$ cat src/rtl/hazard_scoreboard_if.sv
// Decode-stage hazard bundle. It groups the operand read ports, the forwarding-stage
// status, the mul/div control and the hazard unit's results.
// The pipeline drives this bundle through the master modport.
// The hazard unit sits on the slave modport.
interface hazard_scoreboard_if #(
    parameter int NUM_READ = 2,
    parameter int NUM_FWD  = 3
);
    localparam int SELW = $clog2(NUM_FWD + 2);

    logic [NUM_READ*5-1:0]    rd_idx;
    logic [NUM_READ-1:0]      rd_hilo;
    logic [NUM_FWD-1:0]       fwd_en;
    logic [NUM_FWD*5-1:0]     fwd_dst;
    logic [NUM_FWD-1:0]       fwd_ready;
    logic                     md_start;
    logic                     md_is_div;
    logic                     md_cancel;
    logic [NUM_READ*SELW-1:0] fwd_sel;
    logic                     stall_d;
    logic                     md_busy;
    logic                     md_done;
    logic [31:0]              stall_cycles;

    modport master (
        output rd_idx, rd_hilo, fwd_en, fwd_dst, fwd_ready,
        output md_start, md_is_div, md_cancel,
        input  fwd_sel, stall_d, md_busy, md_done, stall_cycles
    );

    modport slave (
        input  rd_idx, rd_hilo, fwd_en, fwd_dst, fwd_ready,
        input  md_start, md_is_div, md_cancel,
        output fwd_sel, stall_d, md_busy, md_done, stall_cycles
    );
endinterface

$ cat src/rtl/hazard_scoreboard.sv
// Decode-stage hazard unit. It selects the forwarding source for each read port,
// raises the load-use / HI-LO stall, tracks the multi-cycle mul/div unit,
// and counts stalled cycles.
module hazard_scoreboard #(
    parameter int NUM_READ   = 2,
    parameter int NUM_FWD    = 3,
    parameter int MUL_CYCLES = 3,
    parameter int DIV_CYCLES = 32
) (
    input logic               clk,
    input logic               resetn,
    hazard_scoreboard_if.slave hz
);
    localparam int SELW = $clog2(NUM_FWD + 2);
    localparam int MAXC = (DIV_CYCLES > MUL_CYCLES) ? DIV_CYCLES : MUL_CYCLES;
    localparam int CNTW = (MAXC > 2) ? $clog2(MAXC) : 1;

    typedef enum logic [1:0] {
        MD_IDLE = 2'd0,
        MD_BUSY = 2'd1,
        MD_DONE = 2'd2
    } md_state_t;

    md_state_t                state_r;
    md_state_t                state_next_s;
    logic [CNTW-1:0]          cnt_r;
    logic [CNTW-1:0]          cnt_next_s;
    logic                     busy_r;
    logic                     done_r;
    logic [31:0]              stall_cnt_r;
    logic [NUM_READ*SELW-1:0] fwd_sel_s;
    logic [NUM_READ-1:0]      stall_req_s;
    logic                     stall_s;

    // Per-port forward select and stall request; the youngest matching stage wins.
    always_comb begin
        fwd_sel_s   = '0;
        stall_req_s = '0;
        for (int i = 0; i < NUM_READ; i++) begin
            if (hz.rd_hilo[i]) begin
                case (state_r)
                    MD_BUSY: stall_req_s[i] = 1'b1;
                    MD_DONE: fwd_sel_s[i*SELW +: SELW] = SELW'(NUM_FWD + 1);
                    default: stall_req_s[i] = 1'b0;
                endcase
            end else if (hz.rd_idx[i*5 +: 5] != 5'd0) begin
                // Walk oldest to youngest so a younger match overwrites an older one.
                for (int k = NUM_FWD - 1; k >= 0; k--) begin
                    if (hz.fwd_en[k] && (hz.fwd_dst[k*5 +: 5] == hz.rd_idx[i*5 +: 5])) begin
                        fwd_sel_s[i*SELW +: SELW] = SELW'(k + 1);
                        stall_req_s[i]            = ~hz.fwd_ready[k];
                    end else begin
                        fwd_sel_s[i*SELW +: SELW] = fwd_sel_s[i*SELW +: SELW];
                    end
                end
            end else begin
                // r0 is hard-wired zero: never forwarded, never stalls.
                stall_req_s[i] = 1'b0;
            end
        end
        stall_s = |stall_req_s;
    end

    // Mul/div next state; a cancel beats a start, and a start restarts from any state.
    always_comb begin
        state_next_s = state_r;
        cnt_next_s   = cnt_r;
        if (hz.md_cancel) begin
            state_next_s = MD_IDLE;
            cnt_next_s   = '0;
        end else if (hz.md_start) begin
            state_next_s = MD_BUSY;
            cnt_next_s   = hz.md_is_div ? CNTW'(DIV_CYCLES - 1) : CNTW'(MUL_CYCLES - 1);
        end else begin
            case (state_r)
                MD_BUSY: begin
                    if (cnt_r == CNTW'(1)) begin
                        state_next_s = MD_DONE;
                        cnt_next_s   = '0;
                    end else begin
                        cnt_next_s = cnt_r - CNTW'(1);
                    end
                end
                MD_DONE: state_next_s = MD_IDLE;
                MD_IDLE: state_next_s = MD_IDLE;
                default: begin
                    state_next_s = MD_IDLE;
                    cnt_next_s   = '0;
                end
            endcase
        end
    end

    // Mul/div state, countdown and registered busy/done flags.
    always_ff @(posedge clk or negedge resetn) begin
        if (!resetn) begin
            state_r <= MD_IDLE;
            cnt_r   <= '0;
            busy_r  <= 1'b0;
            done_r  <= 1'b0;
        end else begin
            state_r <= state_next_s;
            cnt_r   <= cnt_next_s;
            busy_r  <= (state_next_s == MD_BUSY);
            done_r  <= (state_next_s == MD_DONE);
        end
    end

    // Saturating count of stalled cycles.
    always_ff @(posedge clk or negedge resetn) begin
        if (!resetn) begin
            stall_cnt_r <= 32'd0;
        end else if (stall_s && (stall_cnt_r != 32'hFFFF_FFFF)) begin
            stall_cnt_r <= stall_cnt_r + 32'd1;
        end else begin
            stall_cnt_r <= stall_cnt_r;
        end
    end

    assign hz.fwd_sel      = fwd_sel_s;
    assign hz.stall_d      = stall_s;
    assign hz.md_busy      = busy_r;
    assign hz.md_done      = done_r;
    assign hz.stall_cycles = stall_cnt_r;
endmodule

$ cat src/flat_wrapper.sv
// flat-port wrapper written by rule: the top's interface ports become plain ports
module hazard_scoreboard_flat 
#(
    parameter int NUM_READ   = 2,
    parameter int NUM_FWD    = 3,
    parameter int MUL_CYCLES = 3,
    parameter int DIV_CYCLES = 32
)
  (clk, resetn, hz_rd_idx, hz_rd_hilo, hz_fwd_en, hz_fwd_dst, hz_fwd_ready, hz_md_start, hz_md_is_div, hz_md_cancel, hz_fwd_sel, hz_stall_d, hz_md_busy, hz_md_done, hz_stall_cycles);
  hazard_scoreboard_if #(.NUM_READ(NUM_READ), .NUM_FWD(NUM_FWD)) hz_i ();
  input logic clk;
  input logic resetn;
  input wire logic [$bits(hz_i.rd_idx)-1:0] hz_rd_idx;
  input wire logic [$bits(hz_i.rd_hilo)-1:0] hz_rd_hilo;
  input wire logic [$bits(hz_i.fwd_en)-1:0] hz_fwd_en;
  input wire logic [$bits(hz_i.fwd_dst)-1:0] hz_fwd_dst;
  input wire logic [$bits(hz_i.fwd_ready)-1:0] hz_fwd_ready;
  input wire logic [$bits(hz_i.md_start)-1:0] hz_md_start;
  input wire logic [$bits(hz_i.md_is_div)-1:0] hz_md_is_div;
  input wire logic [$bits(hz_i.md_cancel)-1:0] hz_md_cancel;
  output wire logic [$bits(hz_i.fwd_sel)-1:0] hz_fwd_sel;
  output wire logic [$bits(hz_i.stall_d)-1:0] hz_stall_d;
  output wire logic [$bits(hz_i.md_busy)-1:0] hz_md_busy;
  output wire logic [$bits(hz_i.md_done)-1:0] hz_md_done;
  output wire logic [$bits(hz_i.stall_cycles)-1:0] hz_stall_cycles;
  assign hz_i.rd_idx = hz_rd_idx;
  assign hz_i.rd_hilo = hz_rd_hilo;
  assign hz_i.fwd_en = hz_fwd_en;
  assign hz_i.fwd_dst = hz_fwd_dst;
  assign hz_i.fwd_ready = hz_fwd_ready;
  assign hz_i.md_start = hz_md_start;
  assign hz_i.md_is_div = hz_md_is_div;
  assign hz_i.md_cancel = hz_md_cancel;
  assign hz_fwd_sel = hz_i.fwd_sel;
  assign hz_stall_d = hz_i.stall_d;
  assign hz_md_busy = hz_i.md_busy;
  assign hz_md_done = hz_i.md_done;
  assign hz_stall_cycles = hz_i.stall_cycles;
  hazard_scoreboard #(.NUM_READ(NUM_READ), .NUM_FWD(NUM_FWD), .MUL_CYCLES(MUL_CYCLES), .DIV_CYCLES(DIV_CYCLES)) u_core (.clk(clk), .resetn(resetn), .hz(hz_i));
endmodule
$ cat config.mk
export PLATFORM = sky130hd
export DESIGN_NAME = hazard_scoreboard_flat
export DESIGN_NICKNAME = d
export VERILOG_FILES = /design/src/rtl/hazard_scoreboard_if.sv /design/src/rtl/hazard_scoreboard.sv /design/src/flat_wrapper.sv
export SDC_FILE = /design/constraint.sdc
export NUM_CORES = 1
export LEC_CHECK = 0
export ABC_AREA = 0
export CORE_MARGIN = 4
export CORE_UTILIZATION = 47
export CTS_CLUSTER_SIZE = 8
export DETAILED_ROUTE_END_ITERATION = 8
export HOLD_SLACK_MARGIN = 0.05
export MAX_ROUTING_LAYER = met4
export PLACE_DENSITY = 0.8
export REMOVE_ABC_BUFFERS = 1
export SETUP_SLACK_MARGIN = 0.02
export SYNTH_ARGS = -nofsm -noshare
export SYNTH_HDL_FRONTEND = slang
export SYNTH_SLANG_ARGS = --single-unit
$ cat constraint.sdc
create_clock -name clk -period 2.25 [get_ports clk]
set_clock_uncertainty 0.05 [all_clocks]
set_input_delay 0.45 -clock clk [delete_from_list [all_inputs] [get_ports clk]]
set_output_delay 0.45 -clock clk [all_outputs]
set_load 0.01 [all_outputs]
==> flow_summary.toml, run 1 <==
[outcome]
status = "finished, violations left"
violations = "negative setup slack"

[placement]
portBuffers = 78
hpwl_um = 5478
gp_congestion = 0.9010
dp_cells = 447
place_ws_ps = -1010

[setup_path]
crit_fanout = 4
r2r-start = "u_core.hz.stall_cycles[15]"
cp_data_required_time_ps = 1750
cp-end-kind = "primary output"
ff2ff_path_depth = 7
reg2reg_slack_ps = -70
r2r-end = "u_core.hz.stall_cycles[1]"
critical_path_arrival_ps = 1980
worstSetupPathType = "in2out"
cp-start-kind = "input port"

[timing]
worst_pin_slew_ps = 544.8
hold_viol = 0
post-route-min-period_ps = 2479
max_freq_mhz = 403.5
rsz0062_at_grt = "yes"
holdWs_ps = 67.15
fin_ws_ps = -228.6
setup_violations = 33
relSlewSlack_pct = 63.68
fin_crit_sh_pct = 110.2
tns_ps = -3387
final_max_slew_viol_count = 0

[synth]
synth_ff_type = "dfrtp_1"
ys_warn_count = 0
async_flop_share_pct = 100.0
ys_types = 39
synth.cell_area_sq_mm = 0.002619
ys_seq_area_share_pct = 39.18
synthCells = 272
synth_edf_count = 0
avgSynthCellArea_sq_um = 9.628
synth.ff_latch_count = 41

[global_route]
first_global_vias = 2794
grt-ovfl-total = 0
antenna_found_initial = 0
grt_start_max_net_pins = 25
track_usage_pct = 25.86
grt_pass1_wl_um = 13210

[hold_path]
hold_class = "in2async"

[clock_tree]
clockRootBuffer = "clkbuf_8"
cts_tree = "done"
cts-htree-levels = 2
numCtsBuffers = 5
cts.reportedPaths.clkPinSlew_ps = 90
numClockSinks = 41
clk_latency_ps = 300
hold_buffers = 0
max-clock-path-buffers = 2

[route]
drt_iter0_drc = 153
viasPerCell = 5.823
dr.pass1.iters = 4
wire_per_inst_um = 20.16
drc = 0
routed_wl_um = 9556
num_vias = 2760
antenna_left = 0

[cells_and_area]
syn_to_final_growth_pct = 72.72
diodes = 0
final_core_utilization_pct = 86.36
instances_no_fill = 474
final_common_cell = "clkdlybuf4s50_1"
layout-drive-gt1-share_pct = 40.59
finalNetCount = 444
final_cell_mix = "clkdlybuf4s50_1, buf_4, dfrtp_1, xor2_1, nand2_1"

[pwr]
internal-power_w = 0.001536
power_density_mw_per_mm2 = 512.4
switching_share_pct = 33.73
combPwrFrac_pct = 34.1
peakVddDrop_mv = 0.5378
clockPowerShare_pct = 26.3
p_switching_w = 0.0007817
seq_power_share_pct = 39.5
p_leak_nw = 2.228

[floorplanning]
initial_core_util_pct = 50.00
io_pins = 79
die_w_um = 82.65
coreArea_sq_mm = 0.005238
die_h_um = 82.65
row_count = 26
die_area_sq_mm = 0.006830

[job]
drv_cap = 0
## logic make-up (layout without fill, tap and decap cells)
family / Yosys count / in the layout / share of synthesized area [%]
adder cells (fa/ha/maj): 3 / 3 / 1.434
AND/OR/NAND/NOR: 121 / 121 / 28.52
XOR/XNOR: 60 / 60 / 20.07
flip-flops: 41 / 41 / 39.18
AO/OA/AOI/OAI: 28 / 28 / 6.880
multiplexers: 2 / 2 / 0.8599
buffers and inverters: 17 / 149 / 3.058
## worst max-delay path by stage
stage / from / end / slack (ps) / cells past startpoint
4_1_cts: hz_rd_idx[6] / hz_stall_d / -160 / 9
6_report: hz_rd_idx[0] / hz_stall_d / -230 / 8
2_1_floorplan: hz_fwd_dst[6] / u_core.hz.stall_cycles[7] / -1180 / 8
3_5_place_dp: hz_rd_idx[0] / hz_stall_d / -1010 / 8
3_3_place_gp: hz_rd_idx[0] / hz_stall_d / -950 / 8
5_1_grt: hz_rd_idx[0] / hz_stall_d / -360 / 8
## layer usage
| metal | track usage, % | share of wire [%] |
|---|---|---|
| met1 | 30.40 | 39 |
| met4 | 8.333 | 3.6 |
| met3 | 6.074 | 6.2 |
| met2 | 43.75 | 51 |
| met5 | - | 0 |
## state kept, by name, indices dropped and copies added (netlist names)
signal and cells:
u_core.hz.stall_cycles 32, u_core.cnt_r 5, u_core.state_r 2, u_core.hz.md_busy 1
u_core.hz.md_done 1
## metrics by stage
| stage | instance area [sq um] | power (W) |
|---|---|---|
| after detailed placement | 3711 | 0.001488 |
| after global placement | 3711 | 0.001466 |
| after CTS | 4190 | 0.002182 |
| final | 4523 | 0.002318 |
| after floorplan | 2576 | 0.001124 |
| after global routing | 4523 | 0.002405 |
## synth_stat cells, drive strengths merged (4+ instances only)
master	instances	share of area, %
a21oi	6	1.1
and3	10	2.4
and4	4	1.3
buf	4	1.2
dfrtp	41	39
inv	10	1.4
nand2	23	3.3
nand3	12	2.3
nand4	9	2.1
nor2	16	2.3
nor2b	4	0.96
nor3	18	4.6
nor4	17	6.9
o21ai	11	2.1
xnor2	18	6.0
xor2	42	14
## power groups by stage
stage | Combinational (W) | Sequential [W] | Clock [W]
final | 0.000791 | 0.000916 | 0.000610
after global placement | 0.000574 | 0.000892 | 0
after detailed placement | 0.000586 | 0.000902 | 0
after CTS | 0.000685 | 0.000889 | 0.000608
after global routing | 0.000829 | 0.000923 | 0.000653
after floorplan | 0.000210 | 0.000914 | 0
## layout make-up
type                       count  area (sq um)
tap                           70         87.58
multi-input combinational    214          2004
clock buffer                   5         68.82
timing repair buffer         131          1252
clock inverter                 3         43.79
sequential                    41          1028
inverter                      10         37.54
fill                         257         714.4
## timing repair
item,CTS,global route
endpoints found under the hold margin,0,0
endpoints found under the setup margin,37,35
setup buffers,15,12
cloned,2,1
resized for setup,179,64
pin swaps,55,52
## critical path, stage by stage
cell and delay (ps):
buf_8 110, xor2_1 160, nor4_1 330, and3_2 320, a311oi_2 60, a211oi_2 270, or2_4 180, buf_6 90
No activity file was read; power rests on OpenSTA's default activity.
==> inputs of run 2 (changes only) <==
CORE_MARGIN = 2   (was 4)
==> run 2 against run 1 <==
  * The run still ends with negative setup slack left
  * Worst hold slack improved by 84 ps
  * Combinational power up 7.2%
  * Die area is 9.4% lower
  * Count of clock-buffer cells in the layout grew 1
  * First-iteration DRC count up 48%
  * Via count rose by 6.4%
  * Non-clock buffer count grew 17
  * Sequential share of layout area fell by 0.60 points
  * Routed wire length is 6.8% higher
  * Sequential power shrank 2.2%
  * Register-to-register slack got worse by 100 ps
  * Final cell count up 4.0%
  * Largest cell class unchanged
  * Highest routed layer unchanged
==> flow_summary.toml, run 2 (synthesis results as in run 1) <==
[outcome]
status = "finished, violations left"
violations = "negative setup slack"

[floorplanning]
initial_core_util_pct = 48.15
io_pins = 79
die_area_sq_mm = 0.006185
die_h_um = 78.65
die_w_um = 78.65
coreArea_sq_mm = 0.005439
row_count = 27

[route]
dr.pass1.iters = 5
antenna_left = 0
drt_iter0_drc = 226
routed_wl_um = 10210
viasPerCell = 5.959
drc = 0
wire_per_inst_um = 20.70
num_vias = 2938

[global_route]
first_global_vias = 2806
grt_pass1_wl_um = 13260
antenna_found_initial = 0
track_usage_pct = 28.07
grt-ovfl-total = 0
grt_start_max_net_pins = 42

[cells_and_area]
final_core_utilization_pct = 85.42
final_common_cell = "buf_4"
nFillCells = 261
finalNetCount = 461
diodes = 0
layout-drive-gt1-share_pct = 41.81
final_cell_mix = "buf_4, clkdlybuf4s50_1, dfrtp_1, xor2_1, buf_6"
largest_register_ffs = 32
instances_no_fill = 493
syn_to_final_growth_pct = 77.40

[pwr]
clockPowerShare_pct = 23.1
switching_share_pct = 33.90
seq_power_share_pct = 39.5
p_switching_w = 0.0007686
peakVddDrop_mv = 0.2807
combPwrFrac_pct = 37.4
p_leak_nw = 2.310
power_density_mw_per_mm2 = 488.0
internal-power_w = 0.001498

[setup_path]
cp-end-kind = "flip-flop"
worstSetupPathType = "in2reg"
cp_data_required_time_ps = 2390
reg2reg_slack_ps = -170
ff2ff_path_depth = 11
r2r-end = "u_core.hz.stall_cycles[13]"
endpoint = "u_core.hz.stall_cycles[13]"
r2r-start = "u_core.hz.stall_cycles[8]"
crit_start = "hz_rd_idx[9]"
critical_path_arrival_ps = 2740
crit_fanout = 7
cp-start-kind = "input port"

[placement]
gp_congestion = 0.8604
dp_cells = 446
portBuffers = 78
hpwl_um = 5234

[timing]
hold_viol = 0
holdWs_ps = 150.9
tns_ps = -7956
fin_ws_ps = -350.9
max_freq_mhz = 384.5
relSlewSlack_pct = 65.00
worst_pin_slew_ps = 525.0
final_max_slew_viol_count = 0
post-route-min-period_ps = 2601
fin_crit_sh_pct = 115.6
rsz0062_at_grt = "yes"
setup_violations = 36

[clock_tree]
max-clock-path-buffers = 2
cts_tree = "done"
clk_latency_ps = 300
cts.reportedPaths.clkPinSlew_ps = 80
numCtsBuffers = 5
numClockSinks = 41
clockRootBuffer = "clkbuf_8"
cts-htree-levels = 2
hold_buffers = 0

[job]
drv_cap = 0

[hold_path]
hold_class = "in2async"
## run 2: cell types whose count changed in the layout (fill, tap and decap cells not counted), moves of 3 or more
cell | previous run | this run
buf_2 | 14 | 9
buf_12 | 3 | 6
dlygate4sd2_1 | 2 | 5
xnor2_2 | 8 | 5
buf_6 | 17 | 27
and3_1 | 5 | 8
xnor2_1 | 10 | 13
buf_4 | 39 | 49
## run 2: timing repair
item,in CTS,in global routing
resized for setup,171,72
gates cloned,3,0
buffers inserted,13,26
pin swaps,52,55
endpoints found under the hold margin,0,0
setup endpoints to repair,37,35
## run 2: through the flow
step                      power [W]  setup WS, ps  cell area, sq um
after CTS                  0.002088        -149.0              4232
after global routing       0.002361        -384.9              4646
after detailed placement   0.001485         -1024              3691
final                      0.002267        -350.9              4646
after global placement     0.001466        -942.5              3691
after floorplan            0.001124         -1181              2576
## run 2: layout make-up
cell class | instances | area (sq um) | area share, %
multi-input cells | 214 | 1962 | 42.23
inverters | 10 | 37.54 | 0.8080
clock inverters | 2 | 13.76 | 0.2963
flip-flops and latches | 41 | 1028 | 22.14
well taps | 72 | 90.09 | 1.939
clock buffers | 6 | 82.58 | 1.778
repair buffers | 148 | 1431 | 30.81
## run 2: worst min-delay path by stage
stage / startpoint / to / slack [ps] / cells past startpoint
finish: resetn / u_core.hz.stall_cycles[16] / 150 / 2
CTS: resetn / u_core.hz.stall_cycles[6] / 170 / 2
global route: resetn / u_core.hz.stall_cycles[16] / 200 / 2
floorplan: resetn / u_core.cnt_r[0] / 100 / 0
detailed placement: u_core.hz.stall_cycles[8] / u_core.hz.stall_cycles[8] / 440 / 1
global placement: u_core.hz.stall_cycles[20] / u_core.hz.stall_cycles[20] / 430 / 1
## run 2: routing by layer
metal	global-route usage, %	vias to the layer above	part of all wire, %
li1	-	1250	-
met1	31.37	1437	36
met2	50.43	202	53
met3	5.862	49	6.9
met4	8.246	0	4.4
met5	-	-	0
## run 2: critical path, cell delays in order
cell and delay [ps]:
buf_6 110, xor2_1 180, nor3_2 260, nand4_1 230, a311oi_2 330, o21ai_2 110
buf_4 160, o21ai_4 250, buf_12 150, buf_16 120, buf_4 110, buf_6 90
nor3_4 30, xnor2_1 150
## run 2: power by group through the flow
stage               sequential (W)  combinational (W)  clock [W]
floorplan                 0.000914           0.000210          0
global placement          0.000892           0.000574          0
detailed placement        0.000894           0.000592          0
CTS                       0.000881           0.000693   0.000514
global route              0.000902           0.000892   0.000567
finish                    0.000896           0.000848   0.000523
==> inputs of run 3 (changes only) <==
--- a/config.mk
+++ b/config.mk
@@ -14,3 +14,3 @@
 export MAX_ROUTING_LAYER = met4
-export PLACE_DENSITY = 0.8
+export PLACE_DENSITY_LB_ADDON = 0.15
 export REMOVE_ABC_BUFFERS = 1
==> constraint.sdc (replaced) <==
create_clock -name clk -period 2.25 [get_ports clk]
set_clock_uncertainty 0.05 [all_clocks]
set_input_delay 0.3375 -clock clk [delete_from_list [all_inputs] [get_ports clk]]
set_output_delay 0.3375 -clock clk [all_outputs]
set_load 0.01 [all_outputs]
==> run 3 against run 2 <==
  * Critical path type is now in2out
  * Register-to-register slack better by 170 ps
  * Core utilization is 7.7 points lower
  * Sequential cell count stayed put
  * Largest power group unchanged
  * Final area is 9.0% lower
  * The run still ends with negative setup slack left
  * Critical path depth is 5 lower
  * Non-clock buffer count is 17 lower
  * Final cell count is 3.4% lower
  * Clock power is 2% lower
  * Fmax is 15% higher
  * Sequential power hardly changed
==> flow_summary.toml, run 3 (synthesis results as in run 1) <==
[outcome]
status = "finished, violations left"
violations = "negative setup slack"

[timing]
relSlewSlack_pct = 59.45
final_max_slew_viol_count = 0
setup_violations = 2
fin_ws_ps = -5.596
rsz0062_at_grt = "yes"
max_freq_mhz = 443.3
fin_crit_sh_pct = 100.2
worst_pin_slew_ps = 606.5
hold_viol = 0
post-route-min-period_ps = 2256

[placement]
placed_cell_area_sq_mm = 0.003676
gp_congestion = 0.8425
dp_cells = 444
hpwl_um = 5046
portBuffers = 78

[pwr]
peakVddDrop_mv = 0.3516
switching_share_pct = 33.70
p_switching_w = 0.0007097
internal-power_w = 0.001397
clockPowerShare_pct = 24.3
combPwrFrac_pct = 33.2
p_leak_nw = 2.020
power_density_mw_per_mm2 = 498.2
seq_power_share_pct = 42.5
total_power_w = 0.002106

[setup_path]
critical_path_arrival_ps = 1870
cp_data_required_time_ps = 1860
cp-start-kind = "input port"
worstSetupPathType = "in2out"
crit_fanout = 4
cp-end-kind = "primary output"

[cells_and_area]
diodes = 0
final_cell_mix = "clkdlybuf4s50_1, buf_4, xor2_1, dfrtp_1, nand2_1"
finalNetCount = 444
nFillCells = 359
instances_no_fill = 476
largest_register_ffs = 32
layout-drive-gt1-share_pct = 33.42
syn_to_final_growth_pct = 61.44
final_core_utilization_pct = 77.73
final_common_cell = "clkdlybuf4s50_1"
fin_area_sq_mm = 0.004228

[clock_tree]
numClockSinks = 41
cts.reportedPaths.clkPinSlew_ps = 100
cts-htree-levels = 2
clk_latency_ps = 310
numCtsBuffers = 5
max-clock-path-buffers = 2
clockRootBuffer = "clkbuf_8"
cts_tree = "done"

[route]
wire_per_inst_um = 16.37
viasPerCell = 5.447
antenna_left = 0
drt_iter0_drc = 72
drc = 0
dr.pass1.iters = 4
routed_wl_um = 7791
num_vias = 2593

[job]
drv_cap = 0

[hold_path]
hold_class = "in2async"

[floorplanning]
row_count = 27
die_w_um = 78.65
die_h_um = 78.65
coreArea_sq_mm = 0.005439
initial_core_util_pct = 48.15
io_pins = 79
die_area_sq_mm = 0.006185

[global_route]
busiest_layer = "met2"
grt_pass1_wl_um = 11590
first_global_vias = 2485
grt_start_max_net_pins = 18
grt.met1_usage_pct = 29.46
grt-ovfl-total = 0
antenna_found_initial = 0
track_usage_pct = 23.87
grt_util_met2_pct = 40.09
gr-usage-met3_pct = 5.632
[run 3: cell types whose count changed in the layout (fill, tap and decap cells not counted), sizes merged, moves of 2 or more]
cell,before,now
buf,94,70
clkbuf,10,12
clkdlybuf4s50,43,45
dlygate4sd2,5,3
[run 3: worst paths after layout]
check | start | end | slack, ps | cells past startpoint
worst max-delay path | hz_rd_idx[9] | hz_stall_d | -6 | 9
worst min-delay path | resetn | u_core.hz.stall_cycles[15] | 410 | 2
worst max register to register | u_core.hz.stall_cycles[15] | u_core.hz.stall_cycles[31] | 0 | 8
worst min register to register | u_core.hz.stall_cycles[20] | u_core.hz.stall_cycles[20] | 450 | 1
max in group asynchronous | resetn | u_core.hz.stall_cycles[29] | 1160 | 3
min in group clk | u_core.hz.stall_cycles[20] | u_core.hz.stall_cycles[20] | 450 | 1
[run 3: metal layers]
metal | wire, um | vias up
met5 | 0 | -
met4 | 123 | 0
met3 | 460 | 13
met2 | 3966 | 85
met1 | 3241 | 1274
li1 | - | 1221
[run 3: area by class of cell]
type / count / area (sq um) / area share (%)
multi-input combinational: 214 / 1767 / 41.79
timing repair buffer: 131 / 1216 / 28.77
sequential: 41 / 1027 / 24.30
tap: 72 / 90.09 / 2.131
clock buffer: 5 / 68.82 / 1.628
inverter: 10 / 37.54 / 0.8878
clock inverter: 3 / 21.27 / 0.5031
[run 3: power by group through the flow]
stage	Sequential, W	Clock [W]	Combinational [W]
global placement	0.000897	0	0.000563
CTS	0.000886	0.000510	0.000630
global route	0.000907	0.000547	0.000751
finish	0.000895	0.000512	0.000699
floorplan	0.000914	0	0.000210
detailed placement	0.000899	0	0.000573
[run 3: what timing repair did]
item                                    4_1_cts  5_1_grt
resized for setup                           104       68
endpoints found under the hold margin        14        0
hold buffers                                  1        0
pin swaps                                    15       55
endpoints found under the setup margin       37       31
gates cloned                                  2        1
setup buffers                                 6       16
[run 3: critical path, cell delays in order]
cell     delay [ps]
buf_2           130
xor2_1          160
nor4_1          260
and3_1          280
a21o_1          150
o21ai_2          60
buf_4           150
or2_4           230
buf_6           120
[run 3: through the flow]
step | TNS [ps] | hold WS [ps] | setup slack [ps]
after floorplan | -28510 | -8.091 | -1068
after global placement | -19230 | 215.2 | -733.2
after detailed placement | -20580 | 221.9 | -765.2
after CTS | -382.5 | 427.6 | -69.05
after global routing | -501.0 | 453.8 | -114.1
final | -8.098 | 412.7 | -5.596
